## config.mk

```make
export PLATFORM = sky130hd
export DESIGN_NAME = mem_stage
export DESIGN_NICKNAME = d
export VERILOG_FILES = /design/src/rtl/mem_stage_pkg.sv /design/src/rtl/mem_stage_lsu_align.sv /design/src/rtl/mem_stage.sv
export SDC_FILE = /design/constraint.sdc
export NUM_CORES = 1
export LEC_CHECK = 0
export ABC_CLOCK_PERIOD_IN_PS = 5080
export BUFFER_PORTS_ARGS = -buffer_cell sky130_fd_sc_hd__buf_2
export CORE_ASPECT_RATIO = 0.7
export CORE_MARGIN = 5
export CORE_UTILIZATION = 50
export DETAILED_ROUTE_END_ITERATION = 10
export PLACE_DENSITY = 0.8
export SETUP_SLACK_MARGIN = 0.2
export SYNTH_ARGS = -nofsm -noshare
export SYNTH_HDL_FRONTEND = slang
export SYNTH_HIERARCHICAL = 1
export SYNTH_SLANG_ARGS = --single-unit
```

## constraint.sdc

```tcl
create_clock -name clk -period 5.08 [get_ports clk]
set_input_delay 0.762 -clock clk [delete_from_list [all_inputs] [get_ports clk]]
set_output_delay 0.762 -clock clk [all_outputs]
set_load 0.005 [all_outputs]
```

## src/rtl/mem_stage_pkg.sv

```systemverilog
// Shared opcodes, funct3 encodings, error codes and access-size type for the
// memory stage and its alignment helper.
package mem_stage_pkg;

  localparam logic [6:0] OP_LOAD  = 7'b0000011;
  localparam logic [6:0] OP_STORE = 7'b0100011;

  localparam logic [2:0] F3_LB  = 3'b000;
  localparam logic [2:0] F3_LH  = 3'b001;
  localparam logic [2:0] F3_LW  = 3'b010;
  localparam logic [2:0] F3_LBU = 3'b100;
  localparam logic [2:0] F3_LHU = 3'b101;
  localparam logic [2:0] F3_SB  = 3'b000;
  localparam logic [2:0] F3_SH  = 3'b001;
  localparam logic [2:0] F3_SW  = 3'b010;

  localparam logic [1:0] ERR_NONE     = 2'b00;
  localparam logic [1:0] ERR_MISALIGN = 2'b01;
  localparam logic [1:0] ERR_TIMEOUT  = 2'b10;
  localparam logic [1:0] ERR_ILLEGAL  = 2'b11;

  typedef enum logic [1:0] {
    SZ_B = 2'd0,
    SZ_H = 2'd1,
    SZ_W = 2'd2
  } size_e;

endpackage

```

## src/rtl/mem_stage_lsu_align.sv

```systemverilog
// Combinational byte-lane logic: store lane enables/replication, load lane
// extraction with extension, and illegal/misaligned access detection.
module lsu_align
  import mem_stage_pkg::*;
(
  input  logic        is_load,
  input  logic        is_store,
  input  logic [2:0]  funct3,
  input  logic [1:0]  addr_lo,
  input  logic [31:0] store_data,
  output logic [3:0]  be,
  output logic [31:0] wdata,
  output logic        fault,
  output logic [1:0]  fault_code,
  output size_e       size,
  output logic        unsgn,
  input  size_e       ld_size,
  input  logic        ld_unsgn,
  input  logic [1:0]  ld_lane,
  input  logic [31:0] rdata,
  output logic [31:0] load_data
);

  logic        legal;
  logic        misaligned;
  logic [15:0] lane_bits;

  always_comb begin
    legal = 1'b0;
    if (is_load) begin
      case (funct3)
        F3_LB, F3_LH, F3_LW, F3_LBU, F3_LHU: legal = 1'b1;
        default:                             legal = 1'b0;
      endcase
    end else if (is_store) begin
      case (funct3)
        F3_SB, F3_SH, F3_SW: legal = 1'b1;
        default:             legal = 1'b0;
      endcase
    end

    case (funct3[1:0])
      2'b00:   size = SZ_B;
      2'b01:   size = SZ_H;
      default: size = SZ_W;
    endcase
    unsgn = funct3[2];

    misaligned = ((size == SZ_H) && addr_lo[0]) || ((size == SZ_W) && (addr_lo != 2'b00));

    // Illegal funct3 outranks misalignment.
    fault      = 1'b0;
    fault_code = ERR_NONE;
    if ((is_load || is_store) && !legal) begin
      fault      = 1'b1;
      fault_code = ERR_ILLEGAL;
    end else if ((is_load || is_store) && misaligned) begin
      fault      = 1'b1;
      fault_code = ERR_MISALIGN;
    end
  end

  always_comb begin
    be    = 4'b1111;
    wdata = store_data;
    if (is_store) begin
      case (size)
        SZ_B: begin
          be    = 4'b0001 << addr_lo;
          wdata = {4{store_data[7:0]}};
        end
        SZ_H: begin
          be    = 4'b0011 << addr_lo;
          wdata = {2{store_data[15:0]}};
        end
        default: begin
          be    = 4'b1111;
          wdata = store_data;
        end
      endcase
    end
  end

  always_comb begin
    lane_bits = 16'(rdata >> {ld_lane, 3'b000});
    case (ld_size)
      SZ_B:    load_data = ld_unsgn ? {24'b0, lane_bits[7:0]}  : {{24{lane_bits[7]}}, lane_bits[7:0]};
      SZ_H:    load_data = ld_unsgn ? {16'b0, lane_bits[15:0]} : {{16{lane_bits[15]}}, lane_bits[15:0]};
      default: load_data = rdata;
    endcase
  end

endmodule

```

## src/rtl/mem_stage.sv

```systemverilog
// Memory-access stage: passes ALU results through to WB, or performs one
// load/store over a req/ack handshake with a bounded wait.
module mem_stage
  import mem_stage_pkg::*;
#(
  parameter int ADDR_W  = 16,
  parameter int TIMEOUT = 15
) (
  input  logic              clk,
  input  logic              rst,
  input  logic              valid_i,
  input  logic [6:0]        opcode_i,
  input  logic [2:0]        funct3_i,
  input  logic              rd_we_i,
  input  logic [4:0]        rd_addr_i,
  input  logic [31:0]       rd_data_i,
  input  logic [31:0]       rs2_data_i,
  output logic              stall_o,
  output logic              dmem_req,
  output logic              dmem_we,
  output logic [ADDR_W-1:0] dmem_addr,
  output logic [3:0]        dmem_be,
  output logic [31:0]       dmem_wdata,
  input  logic              dmem_ack,
  input  logic [31:0]       dmem_rdata,
  output logic              wb_valid,
  output logic              wb_rd_we,
  output logic [4:0]        wb_rd_addr,
  output logic [31:0]       wb_rd_data,
  output logic              err_o,
  output logic [1:0]        err_code
);

  // state | meaning
  // IDLE  | ready to accept an instruction
  // WAIT  | dmem_req high, access outstanding
  typedef enum logic {IDLE, WAIT} state_e;

  localparam logic [7:0] TMO = 8'(TIMEOUT);

  state_e      state_q, state_d;
  logic        is_load, is_store, is_mem;
  logic        fault;
  logic [1:0]  fault_code;
  logic [3:0]  be;
  logic [31:0] wdata, load_data;
  size_e       size, ld_size_q;
  logic        unsgn, ld_unsgn_q;
  logic [1:0]  ld_lane_q;
  logic        is_load_q;
  logic        rd_we_q;
  logic [4:0]  rd_addr_q;
  logic [7:0]  cnt_q;
  logic        accept, done, abort;

  assign is_load  = (opcode_i == OP_LOAD);
  assign is_store = (opcode_i == OP_STORE);
  assign is_mem   = is_load || is_store;

  lsu_align u_align (
    .is_load    (is_load),
    .is_store   (is_store),
    .funct3     (funct3_i),
    .addr_lo    (rd_data_i[1:0]),
    .store_data (rs2_data_i),
    .be         (be),
    .wdata      (wdata),
    .fault      (fault),
    .fault_code (fault_code),
    .size       (size),
    .unsgn      (unsgn),
    .ld_size    (ld_size_q),
    .ld_unsgn   (ld_unsgn_q),
    .ld_lane    (ld_lane_q),
    .rdata      (dmem_rdata),
    .load_data  (load_data)
  );

  always_ff @(posedge clk) begin
    if (rst) state_q <= IDLE;
    else     state_q <= state_d;
  end

  always_comb begin
    state_d = state_q;
    accept  = 1'b0;
    done    = 1'b0;
    abort   = 1'b0;
    unique case (state_q)
      IDLE: begin
        if (valid_i) begin
          accept = 1'b1;
          if (is_mem && !fault) state_d = WAIT;
        end
      end
      WAIT: begin
        // An ack on the limit cycle still completes normally.
        if (dmem_ack) begin
          done    = 1'b1;
          state_d = IDLE;
        end else if (cnt_q == TMO) begin
          abort   = 1'b1;
          state_d = IDLE;
        end
      end
    endcase
  end

  assign stall_o  = (state_q == WAIT);
  assign dmem_req = (state_q == WAIT);

  always_ff @(posedge clk) begin
    if (rst) begin
      dmem_we    <= 1'b0;
      dmem_addr  <= '0;
      dmem_be    <= '0;
      dmem_wdata <= '0;
      wb_valid   <= 1'b0;
      wb_rd_we   <= 1'b0;
      wb_rd_addr <= '0;
      wb_rd_data <= '0;
      err_o      <= 1'b0;
      err_code   <= ERR_NONE;
      ld_size_q  <= SZ_B;
      ld_unsgn_q <= 1'b0;
      ld_lane_q  <= '0;
      is_load_q  <= 1'b0;
      rd_we_q    <= 1'b0;
      rd_addr_q  <= '0;
      cnt_q      <= '0;
    end else begin
      wb_valid <= 1'b0;
      wb_rd_we <= 1'b0;
      err_o    <= 1'b0;
      err_code <= ERR_NONE;

      if (accept) begin
        if (!is_mem) begin
          wb_valid   <= 1'b1;
          wb_rd_we   <= rd_we_i && (rd_addr_i != 5'd0);
          wb_rd_addr <= rd_addr_i;
          wb_rd_data <= rd_data_i;
        end else if (fault) begin
          wb_valid   <= 1'b1;
          err_o      <= 1'b1;
          err_code   <= fault_code;
          wb_rd_addr <= rd_addr_i;
          wb_rd_data <= '0;
        end else begin
          dmem_addr  <= {rd_data_i[ADDR_W-1:2], 2'b00};
          dmem_we    <= is_store;
          dmem_be    <= be;
          dmem_wdata <= wdata;
          ld_size_q  <= size;
          ld_unsgn_q <= unsgn;
          ld_lane_q  <= rd_data_i[1:0];
          is_load_q  <= is_load;
          rd_we_q    <= is_load && rd_we_i && (rd_addr_i != 5'd0);
          rd_addr_q  <= rd_addr_i;
          cnt_q      <= '0;
        end
      end

      if (done) begin
        wb_valid   <= 1'b1;
        wb_rd_we   <= rd_we_q;
        wb_rd_addr <= rd_addr_q;
        wb_rd_data <= is_load_q ? load_data : '0;
      end else if (abort) begin
        wb_valid   <= 1'b1;
        err_o      <= 1'b1;
        err_code   <= ERR_TIMEOUT;
        wb_rd_addr <= rd_addr_q;
        wb_rd_data <= '0;
      end else if (state_q == WAIT) begin
        cnt_q <= cnt_q + 8'd1;
      end
    end
  end

endmodule
```

==> results.md, run 1 <==
STA:
- The transition time at the pin with the least slew margin is 1.070 ns.
- Setup repair after global routing left no endpoint under its margin.
- Subtracting the final worst setup slack from the clock period gives 3.723 ns.
- The count of endpoints failing hold in the final timing report is 0.
- The final-report max-slew violation count is 0.
- The final sum of negative setup slack is 0 ns.
- Headroom to the max-slew limit came out at 0.2866.
- The final setup skew is 0.01103 ns.
- In the finished design, the share of the clock period the worst path needs comes to 0.7330.
- Across all setup checks in the final design, the least slack found is 1.357 ns.
- Derived from the worst setup path, the maximum achievable clock frequency is 268.6 MHz.
- The count of endpoints failing setup in the final report is 0.

Detailed routing:
- For this run, the detailed router's first-pass iteration total came to 5.
- Once detail routing completed, the nets flagged for antenna violations numbered 0.
- Dividing the detail-routed via count by the number of cells gives 5.550.
- The routed layout has 6316 vias.
- The number of remaining DRC errors is 0.
- The final layout contains routed wiring with a total length of 18580 µm.
- Dividing the detail-routed wire length by the instance count gives 16.32 µm.
- The starting DRC count in detailed routing is 635.

CTS:
- Buffers inserted to repair hold after CTS numbered 0.
- The clock tree from TritonCTS is done.
- For the worst-skew pair, the clock arrives at the later sink with an insertion delay of 0.40 ns.
- The number of gates resized after CTS was 0.
- The H-tree depth is 4.
- The total number of clock tree sinks is 114.
- Buffers inserted during clock tree synthesis total 17.
- Post-CTS timing repair inserted 0 buffers for setup.
- Clock-pin slew was measured on the worst setup and hold paths at 0.06 ns.
- The cell at the root of the clock tree is sky130_fd_sc_hd__clkbuf_16.
- Counting along the longest clock path gives a buffer depth of 2.

Finish:
- The multi-input combinational cells in the finished layout cover a total of 3233 µm².
- The number of standard cells in the final layout excluding fillers is 1138.
- At the end of the flow, the number of nets in the layout was 1084.
- The share of cells above drive strength 1 is 0.2847.
- The final design instance area without fill is 7493 µm².
- Registers take 2282 µm².
- The number of filler cells placed in the layout is 1077.
- The area growth from synthesis to layout is 25.21%.

Yosys:
- Yosys printed 6 warnings.
- The number of register bits inferred by synthesis is 114.
- The fraction of synthesized cell area taken by the top area cell type is 0.3814.
- Counting flops with a built-in enable in the synthesized netlist gives 0.
- In this run the cell area of the synthesized design comes to 5984 µm².
- The number of distinct library cells after synthesis is 58.
- The library cell with the largest summed area after synthesis is sky130_fd_sc_hd__dfxtp_1.
- The most common cell in the synthesized netlist is sky130_fd_sc_hd__nand2_1.
- In the synthesized netlist the async set-or-reset flop fraction comes to 0.
- The primary flip-flop cell chosen by synthesis mapping is sky130_fd_sc_hd__dfxtp_1.
- Counting every instance in the synthesized netlist gives 807.
- By count the netlist is led by 226 x sky130_fd_sc_hd__nand2_1, 122 x sky130_fd_sc_hd__a21oi_1, 114 x sky130_fd_sc_hd__dfxtp_1, 63 x sky130_fd_sc_hd__o21ai_0, 43 x sky130_fd_sc_hd__clkbuf_1.
- The post-synthesis area per instance is 7.416 µm².
- Of the synthesized area, sequential elements account for 0.3814.
- Sorting the synthesized cells by area gives the leading types as sky130_fd_sc_hd__dfxtp_1 38%, sky130_fd_sc_hd__nand2_1 14%, sky130_fd_sc_hd__a21oi_1 10%, sky130_fd_sc_hd__o21ai_0 5.3%, sky130_fd_sc_hd__clkbuf_1 2.7%.

Global routing:
- In the global route stage, overall resource usage came out at 0.2503.
- For this run the aggregate overflow at the end of global routing stands at 0.
- The maximum number of pins on one net before global-route repair is 66.
- The number of global-route vias before repair was 5691.
- The number of antenna violations at the first check in global routing is 1.
- The global-route wire length before repair is 29060 µm.

Die:
- The floorplan row count is 33.
- During I/O placement, the number of pins put on the boundary was 213.
- The total area inside the core boundary comes to 11730 µm².
- The floorplan step set the die width to 140.8 µm.
- The area of the die is 14290 µm².
- The chip height is 101.5 µm.
- The effective utilization at floorplan is 0.5104.

Hold path:
- The class of the tightest hold or removal check is reg2reg.

Worst setup path:
- The reg-to-reg critical path startpoint is ld_lane_q[0]$_SDFFE_PP0P_.
- STA classifies the critical path endpoint as a flop.
- At the worst endpoint, the arrival time is 4.06 ns.
- For flop-to-flop paths, the worst setup slack is 2.45 ns.
- In this run the worst setup path begins at opcode_i[3].
- The nature of the critical path startpoint is an input pin.
- The endpoint of the lowest-slack register-to-register path is wb_rd_data[18]$_SDFFE_PP0P_.
- The count of cells along the worst register-to-register path is 5.
- In this run the worst setup path terminates at wb_rd_data[11]$_SDFFE_PP0P_.
- For the worst setup path, the data required time is 5.41 ns.
- The maximum fanout along the worst path is 22.
- The critical path start-end classification is in2reg.

Power and ir drop:
- The share of power burned in the clock network is 0.514.
- The switching power is 0.5556 mW.
- The share of total power dissipated in combinational logic is 0.091.
- The internal power of the cells totals 1.800 mW.
- The total power divided by cell area is 314.4 nW/µm².
- The share of total power dissipated in sequential elements is 0.396.
- In this run the static leakage power is 3.278 nW.
- The switching share of total power is 0.2359.
- Summing internal, switching and leakage power gives 2.356 mW.
- Across the VDD grid, the largest voltage drop is 0.3578 mV.

Place:
- The standard cell area after detailed placement is 6885 µm².
- The number of buffers added on ports is 210.
- The routability congestion estimate is 0.9279.
- Once placement completed, the tool counted placed cells totaling 1105.
- Prior to clock tree synthesis, the placed netlist has a worst setup slack of 0.9712 ns.
- The detailed placer's ending HPWL is 13490 µm.

Run:
- Max-cap violations in this run came to 0.

Run status:
- The run finished with clean final reports.
cell families (layout without fill, tap and decap cells):
group	Yosys count	in the layout	share of synthesized area
compound gates	261	261	0.2645
xor+xnor	1	1	0.001464
fa+ha+maj	1	1	0.002090
buf+inv	91	263	0.07966
flops	114	114	0.3814
mux	27	27	0.04955
other cells	1	3	0.0006266
simple gates	311	311	0.2208
area by class of cell:
type / count / share of cell area
multi-input cells: 603 / 0.4315
flip-flops and latches: 114 / 0.3046
repair buffers: 221 / 0.1516
clock buffers: 20 / 0.05961
well taps: 157 / 0.02621
clock inverters: 12 / 0.02121
inverters: 10 / 0.005009
diodes: 1 / 0.0003339
metrics by stage:
stage               hold slack [ns]    util
finish                       0.4443  0.6390
global route                 0.4690  0.6390
CTS                          0.4480  0.6388
detailed placement           0.4412  0.5872
global placement             0.4359  0.5872
floorplan                    0.4287       -
worst min-delay path by stage:
stage | from | cells after the start | endpoint | slack (ns)
finish | rd_addr_q[0]$_SDFFE_PP0P_ | 2 | rd_addr_q[0]$_SDFFE_PP0P_ | 0.44
global route | dmem_wdata[30]$_SDFFE_PP0P_ | 2 | dmem_wdata[30]$_SDFFE_PP0P_ | 0.47
CTS | dmem_be[2]$_SDFFE_PP0P_ | 2 | dmem_be[2]$_SDFFE_PP0P_ | 0.45
detailed placement | dmem_wdata[7]$_SDFFE_PP0P_ | 2 | dmem_wdata[7]$_SDFFE_PP0P_ | 0.44
global placement | dmem_wdata[1]$_SDFFE_PP0P_ | 2 | dmem_wdata[1]$_SDFFE_PP0P_ | 0.44
floorplan | rd_addr_q[0]$_SDFFE_PP0P_ | 2 | rd_addr_q[0]$_SDFFE_PP0P_ | 0.43
critical path, stage by stage:
cell	delay [ns]
sky130_fd_sc_hd__buf_2	0.09
sky130_fd_sc_hd__or4_1	0.68
sky130_fd_sc_hd__or2_1	0.34
sky130_fd_sc_hd__nor2_1	0.22
sky130_fd_sc_hd__o22ai_1	0.13
sky130_fd_sc_hd__o22ai_1	0.53
sky130_fd_sc_hd__o31a_1	0.71
sky130_fd_sc_hd__buf_4	0.32
sky130_fd_sc_hd__o21ai_0	0.11
sky130_fd_sc_hd__a21oi_1	0.17
power groups by stage:
stage	combinational [mW]	clock, mW	sequential (mW)
finish	0.214	1.21	0.932
global route	0.237	1.26	0.934
CTS	0.212	1.22	0.931
detailed placement	0.211	0	0.950
global placement	0.208	0	0.951
floorplan	0.110	0	0.950
state kept, by name, summed over array words and instances (netlist names), 2 cells and up:
name / flops
dmem_addr: 14
ld_lane_q: 2
wb_rd_data: 32
dmem_wdata: 32
wb_rd_addr: 5
rd_addr_q: 5
err_code: 2
ld_size_q: 2
dmem_be: 4
cnt_q: 8
metal layers:
metal	routed length [µm]	global-route usage
met1	8715	0.3686
met4	221	0.05733
met5	0	0
met2	7941	0.3618
met3	1699	0.07268
cells in the final DEF (no fill, tap or decap), types with 3 or more instances in the layout:
| master | instances |
|---|---|
| sky130_fd_sc_hd__nand2_1 | 226 |
| sky130_fd_sc_hd__buf_2 | 209 |
| sky130_fd_sc_hd__a21oi_1 | 121 |
| sky130_fd_sc_hd__dfxtp_1 | 114 |
| sky130_fd_sc_hd__o21ai_0 | 63 |
| sky130_fd_sc_hd__nor2_1 | 36 |
| sky130_fd_sc_hd__a211o_1 | 17 |
| sky130_fd_sc_hd__a211oi_1 | 17 |
| sky130_fd_sc_hd__clkbuf_16 | 17 |
| sky130_fd_sc_hd__mux2i_1 | 15 |
| sky130_fd_sc_hd__buf_4 | 12 |
| sky130_fd_sc_hd__mux2_2 | 11 |
| sky130_fd_sc_hd__inv_1 | 9 |
| sky130_fd_sc_hd__nor2b_1 | 9 |
| sky130_fd_sc_hd__o31ai_1 | 8 |
| sky130_fd_sc_hd__o211a_1 | 6 |
| sky130_fd_sc_hd__o221a_2 | 6 |
| sky130_fd_sc_hd__nand3_1 | 5 |
| sky130_fd_sc_hd__clkinv_4 | 5 |
| sky130_fd_sc_hd__nand3b_1 | 5 |
| sky130_fd_sc_hd__and3_1 | 4 |
| sky130_fd_sc_hd__and2_1 | 4 |
| sky130_fd_sc_hd__nand2b_1 | 3 |
| sky130_fd_sc_hd__nand4_1 | 3 |
| sky130_fd_sc_hd__o2111ai_1 | 3 |
| sky130_fd_sc_hd__bufinv_16 | 3 |
| sky130_fd_sc_hd__o21ai_1 | 3 |
| sky130_fd_sc_hd__o22ai_1 | 3 |
No activity file was read; power rests on OpenSTA's default activity.
==> run 2, diff against run 1 <==
ABC_AREA = 1   (was not set)
ABC_CLOCK_PERIOD_IN_PS = 3500   (was 5080)
CORE_UTILIZATION = 52   (was 50)
PLACE_DENSITY = 0.81   (was 0.8)
clock period = 3.5 ns   (was 5.08 ns; I/O delays follow)
==> results.md, run 2 <==
Run status:
- The flow ran to the end, and the final reports show no timing, DRC or antenna violations.

CTS:
- The H-tree depth is 4 (unchanged).
- The buffer count from post-CTS setup fixing was 0 (unchanged).
- TritonCTS built the clock tree.
- The number of gates resized after CTS is 0 (unchanged).
- The number of buffers inserted by hold repair at cts is 0 (unchanged).
- The total number of clock tree sinks came to 114 (unchanged).
- The number of clock buffers inserted by TritonCTS is 17 (unchanged).
- The cell at the root of the clock tree is sky130_fd_sc_hd__clkbuf_16.
- The clock input transition at the sequential cells of the worst setup and hold paths is 0.06 ns (about the same).
- The maximum clock insertion buffer count came to 2 (unchanged).
- The later-pin clock latency in the skew report is 0.41 ns (about the same).

Global routing:
- The global-route usage over all layers is 0.2682 (+0.01785).
- The global-route wire length before repair was 33510 µm (+15%).
- The maximum number of pins on one net before global-route repair is 78 (+18%).
- The number of global-route vias before repair came to 6545 (+15%).
- The number of antenna violations at the first check in global routing is 0 (-1).
- The aggregate global routing overflow was 0 (unchanged).

Yosys:
- The fraction of synthesized cell area taken by the top area cell type was 0.3443 (-0.03700).
- The yosys synthesis warning count was 6 (unchanged).
- In the post-synthesis netlist, the biggest area contributors are sky130_fd_sc_hd__dfxtp_1 34%, sky130_fd_sc_hd__nand2_1 23%, sky130_fd_sc_hd__nand3_1 9.1%, sky130_fd_sc_hd__inv_1 7.0%, sky130_fd_sc_hd__nor2_1 5.7%.
- The fraction of the mapped netlist area in compound gates is 0.1123 (-0.1522).
- The fraction of synthesized cell area in xor and xnor cells came to 0 (-0.001464).
- The share of synthesized registers carrying an async set or reset is 0 (unchanged).
- The cell count after synthesis is 1111 (+38%).
- The post-synthesis area per instance is 5.965 µm² (-20%).
- The dominant combinational cell family by area after synthesis is simple AND/OR/NAND/NOR gates.
- The adder-cell share of the synthesized area is 0.001888 (-0.0002029).
- The sequential fraction of the synthesis area came to 0.3443 (-0.03700).
- Among all cell types in the netlist, the one instantiated most often is sky130_fd_sc_hd__nand2_1.
- The number of distinct library cells after synthesis came to 29 (-50%).
- The count of flip-flops with a built-in enable after synthesis is 0 (unchanged).
- The mapped cell area is 6628 µm² (+11%).
- The primary flip-flop cell chosen by synthesis mapping is sky130_fd_sc_hd__dfxtp_1.
- The share of synthesized cell area in and, or, nand and nor gates is 0.3987 (+0.1779).
- Counting instances in the post-synthesis netlist gives the leading cell types as 402 x sky130_fd_sc_hd__nand2_1, 124 x sky130_fd_sc_hd__inv_1, 120 x sky130_fd_sc_hd__nand3_1, 114 x sky130_fd_sc_hd__dfxtp_1, 101 x sky130_fd_sc_hd__nor2_1.
- The number of register bits inferred by synthesis was 114 (unchanged).
- The portion of netlist area occupied by mux cells came to 0 (-0.04955).
- The library cell with the largest summed area after synthesis is sky130_fd_sc_hd__dfxtp_1.

Hold path:
- The startpoint identified for the worst hold timing path is rs2_data_i[7].
- The endpoint of the worst hold path is dmem_wdata[7]$_SDFFE_PP0P_.
- The class of the tightest hold or removal check is in2reg.
- The worst hold path cell count was 3 (+1).

Power and ir drop:
- The total power divided by cell area is 438.8 nW/µm² (+40%).
- The post-route total power is 3.594 mW (+53%).
- The worst ir drop on vdd is 0.4299 mV (+20%).
- The total leakage power is 4.291 nW (+31%).

Worst setup path:
- The largest incremental delay on the critical path is 0.62 ns (-0.09 ns).
- The setup slack of the most critical reg-to-reg path was 1.09 ns (-1.36 ns).
- The count of cells along the worst register-to-register path is 10 (+5).
- In this run the critical register-to-register path is launched from cnt_q[0]$_SDFF_PP0_.
- The endpoint of the lowest-slack register-to-register path is wb_rd_data[13]$_SDFFE_PP0P_.
- The type of destination of the critical path is a flop.
- The worst setup path is launched from an input pin.
- The required time reported for the critical path endpoint came to 3.83 ns (-1.58 ns).
- The critical path start-end classification is in2reg.
- The data arrival time of the worst path is 2.89 ns (-1.17 ns).
- The largest individual stage delay along the critical path comes from the cell sky130_fd_sc_hd__buf_4.
- The number of buffer and inverter stages on the critical path is 3 (+1).
- The signal on the critical path passes through buf_2 > nand2_1 > inv_1 > nand3_1 > nor2_1 > o21ai_0 > nand2_1 > a21oi_1 > nor2_1 > nand2_2 > buf_4 > o21ai_0 > a21oi_1.
- The maximum fanout along the worst path is 77 (+250%).
- The cell family contributing the most delay on the critical path is compound AO/OA/AOI/OAI gates.

Finish:
- The growth of design area from synthesis to finish is 23.60%.
- The post-layout net count came to 1392 (+28%).
- The antenna diode count came to 0 (-1).
- The library cells used most frequently in the layout, excluding fill and tap cells, are 401 x sky130_fd_sc_hd__nand2_1, 210 x sky130_fd_sc_hd__buf_2, 124 x sky130_fd_sc_hd__inv_1.
- In the final layout, the registers with the most flip-flops are dmem_wdata x32, wb_rd_data x32, dmem_addr x14.
- The share of cells above drive strength 1 came to 0.2151 (-0.06963).
- The final design instance area without fill is 8192 µm² (+9.3%).
- The leading cell type in the layout, fill and taps excluded is sky130_fd_sc_hd__nand2_1.
- The utilization of the core after routing was 0.6572 (+0.01817).

Detailed routing:
- The mean routed wirelength per cell was 14.46 µm (-11%).
- The number of remaining DRC errors was 0 (unchanged).
- The number of nets with antenna violations after routing is 0 (unchanged).
- The routed wire length is 20970 µm (+13%).
- The length of the first detailed-routing pass in iterations came to 6 (+1).
- The starting DRC count in detailed routing is 877 (+38%).
- The via-per-instance ratio is 5.079 (-8.5%).
- The total via count after detailed routing is 7365 (+17%).

STA:
- The transition time at the pin with the least slew margin is 0.7793 ns (-0.2909 ns).
- The achievable frequency is 391.2 MHz.
- The final critical delay including setup and external delays is 2.556 ns.
- Setup repair after global routing left no endpoint under its margin.
- Dividing the final minimum period by the clock period gives 0.7303.
- The final setup skew was 0.008567 ns (-0.002464 ns).
- The final sum of negative setup slack was 0 ns (unchanged).
- The count of endpoints failing hold in the final timing report is 0 (unchanged).
- The final-report max-slew violation count is 0 (unchanged).
- The worst relative slew slack is 0.4805 (+0.1939).
- The minimum hold slack came to 0.3799 ns (-0.06444 ns).
- The count of endpoints failing setup in the final report is 0 (unchanged).

Place:
- The routability congestion estimate is 0.9238 (-0.44%).
- The number of buffers added on ports is 210 (unchanged).
- The standard cell area after detailed placement is 7553 µm² (+9.7%).
- The detailed placer's ending HPWL is 14970 µm (+11%).

Die:
- The chip height is 104.5 µm (+2.9%).
- The floorplan row count is 34 (+3.0%).
- The effective utilization at floorplan was 0.5317 (+0.02137).
- The area of the placeable core is 12460 µm² (+6.3%).
- The die width came to 144.9 µm (+3.0%).
- The area of the die is 15140 µm² (+5.9%).
- The count of pins on the block boundary came to 213 (unchanged).

Run:
- The max-capacitance violation count is 0 (unchanged).
-- run 2: kinds of logic (layout without fill, tap and decap cells) --
logic type,Yosys count,after routing
fa+ha+maj,1,1
flops,114,114
simple gates,640,640
compound gates,146,146
buf+inv,209,385
other cells,1,2
-- run 2: area by class of cell --
cell class	instances	area [µm²]
sequential	114	2282
clock inverter	13	195.2
inverter	128	485.5
fill	1188	4273
tap	162	202.7
clock buffer	19	442.9
timing repair buffer	225	1164
multi-input combinational	789	3420
-- run 2: routing by layer --
metal | vias to the layer above | wire (µm) | part of all wire | GRT usage
met4 | 0 | 172 | 0.0082 | 0.05847
met1 | 3228 | 9913 | 0.47 | 0.4191
li1 | 3765 | - | - | -
met3 | 16 | 2090 | 0.10 | 0.05749
met2 | 356 | 8792 | 0.42 | 0.3720
met5 | - | 0 | 0 | 0
-- run 2: worst reg2reg max path, delay by kind of cell, from the launching register on --
| family | cells | cell delay (ns) |
|---|---|---|
| fa+ha+maj | 1 | 0.24 |
| buf+inv | 2 | 0.78 |
| flops | 1 | 0.32 |
| simple gates | 7 | 1.01 |
-- run 2: how the worst max path moves through the flow --
stage,from,to,slack (ns),cells after the start
after floorplan,opcode_i[4],dmem_wdata[26]$_SDFFE_PP0P_,1.07,14
after global placement,funct3_i[1],cnt_q[5]$_SDFF_PP0_,0.76,13
after detailed placement,opcode_i[1],cnt_q[5]$_SDFF_PP0_,0.59,15
after CTS,opcode_i[1],rd_addr_q[4]$_SDFFE_PP0P_,0.99,13
after global routing,opcode_i[1],cnt_q[5]$_SDFF_PP0_,0.65,15
final,opcode_i[1],rd_addr_q[4]$_SDFFE_PP0P_,0.94,13
-- run 2: where the power goes --
group / total, mW / leakage, nW / switching (mW) / internal, mW
sequential: 1.35 / 0.928 / 0.0181 / 1.33
combinational: 0.367 / 3.05 / 0.219 / 0.148
clock: 1.88 / 0.313 / 0.652 / 1.22
-- run 2: metrics by stage --
stage | std cells | setup slack [ns]
after floorplan | 1112 | 1.070
after global placement | 1418 | 0.7582
after detailed placement | 1418 | 0.5881
after CTS | 1450 | 0.9861
after global routing | 1450 | 0.6511
final | 1450 | 0.9440
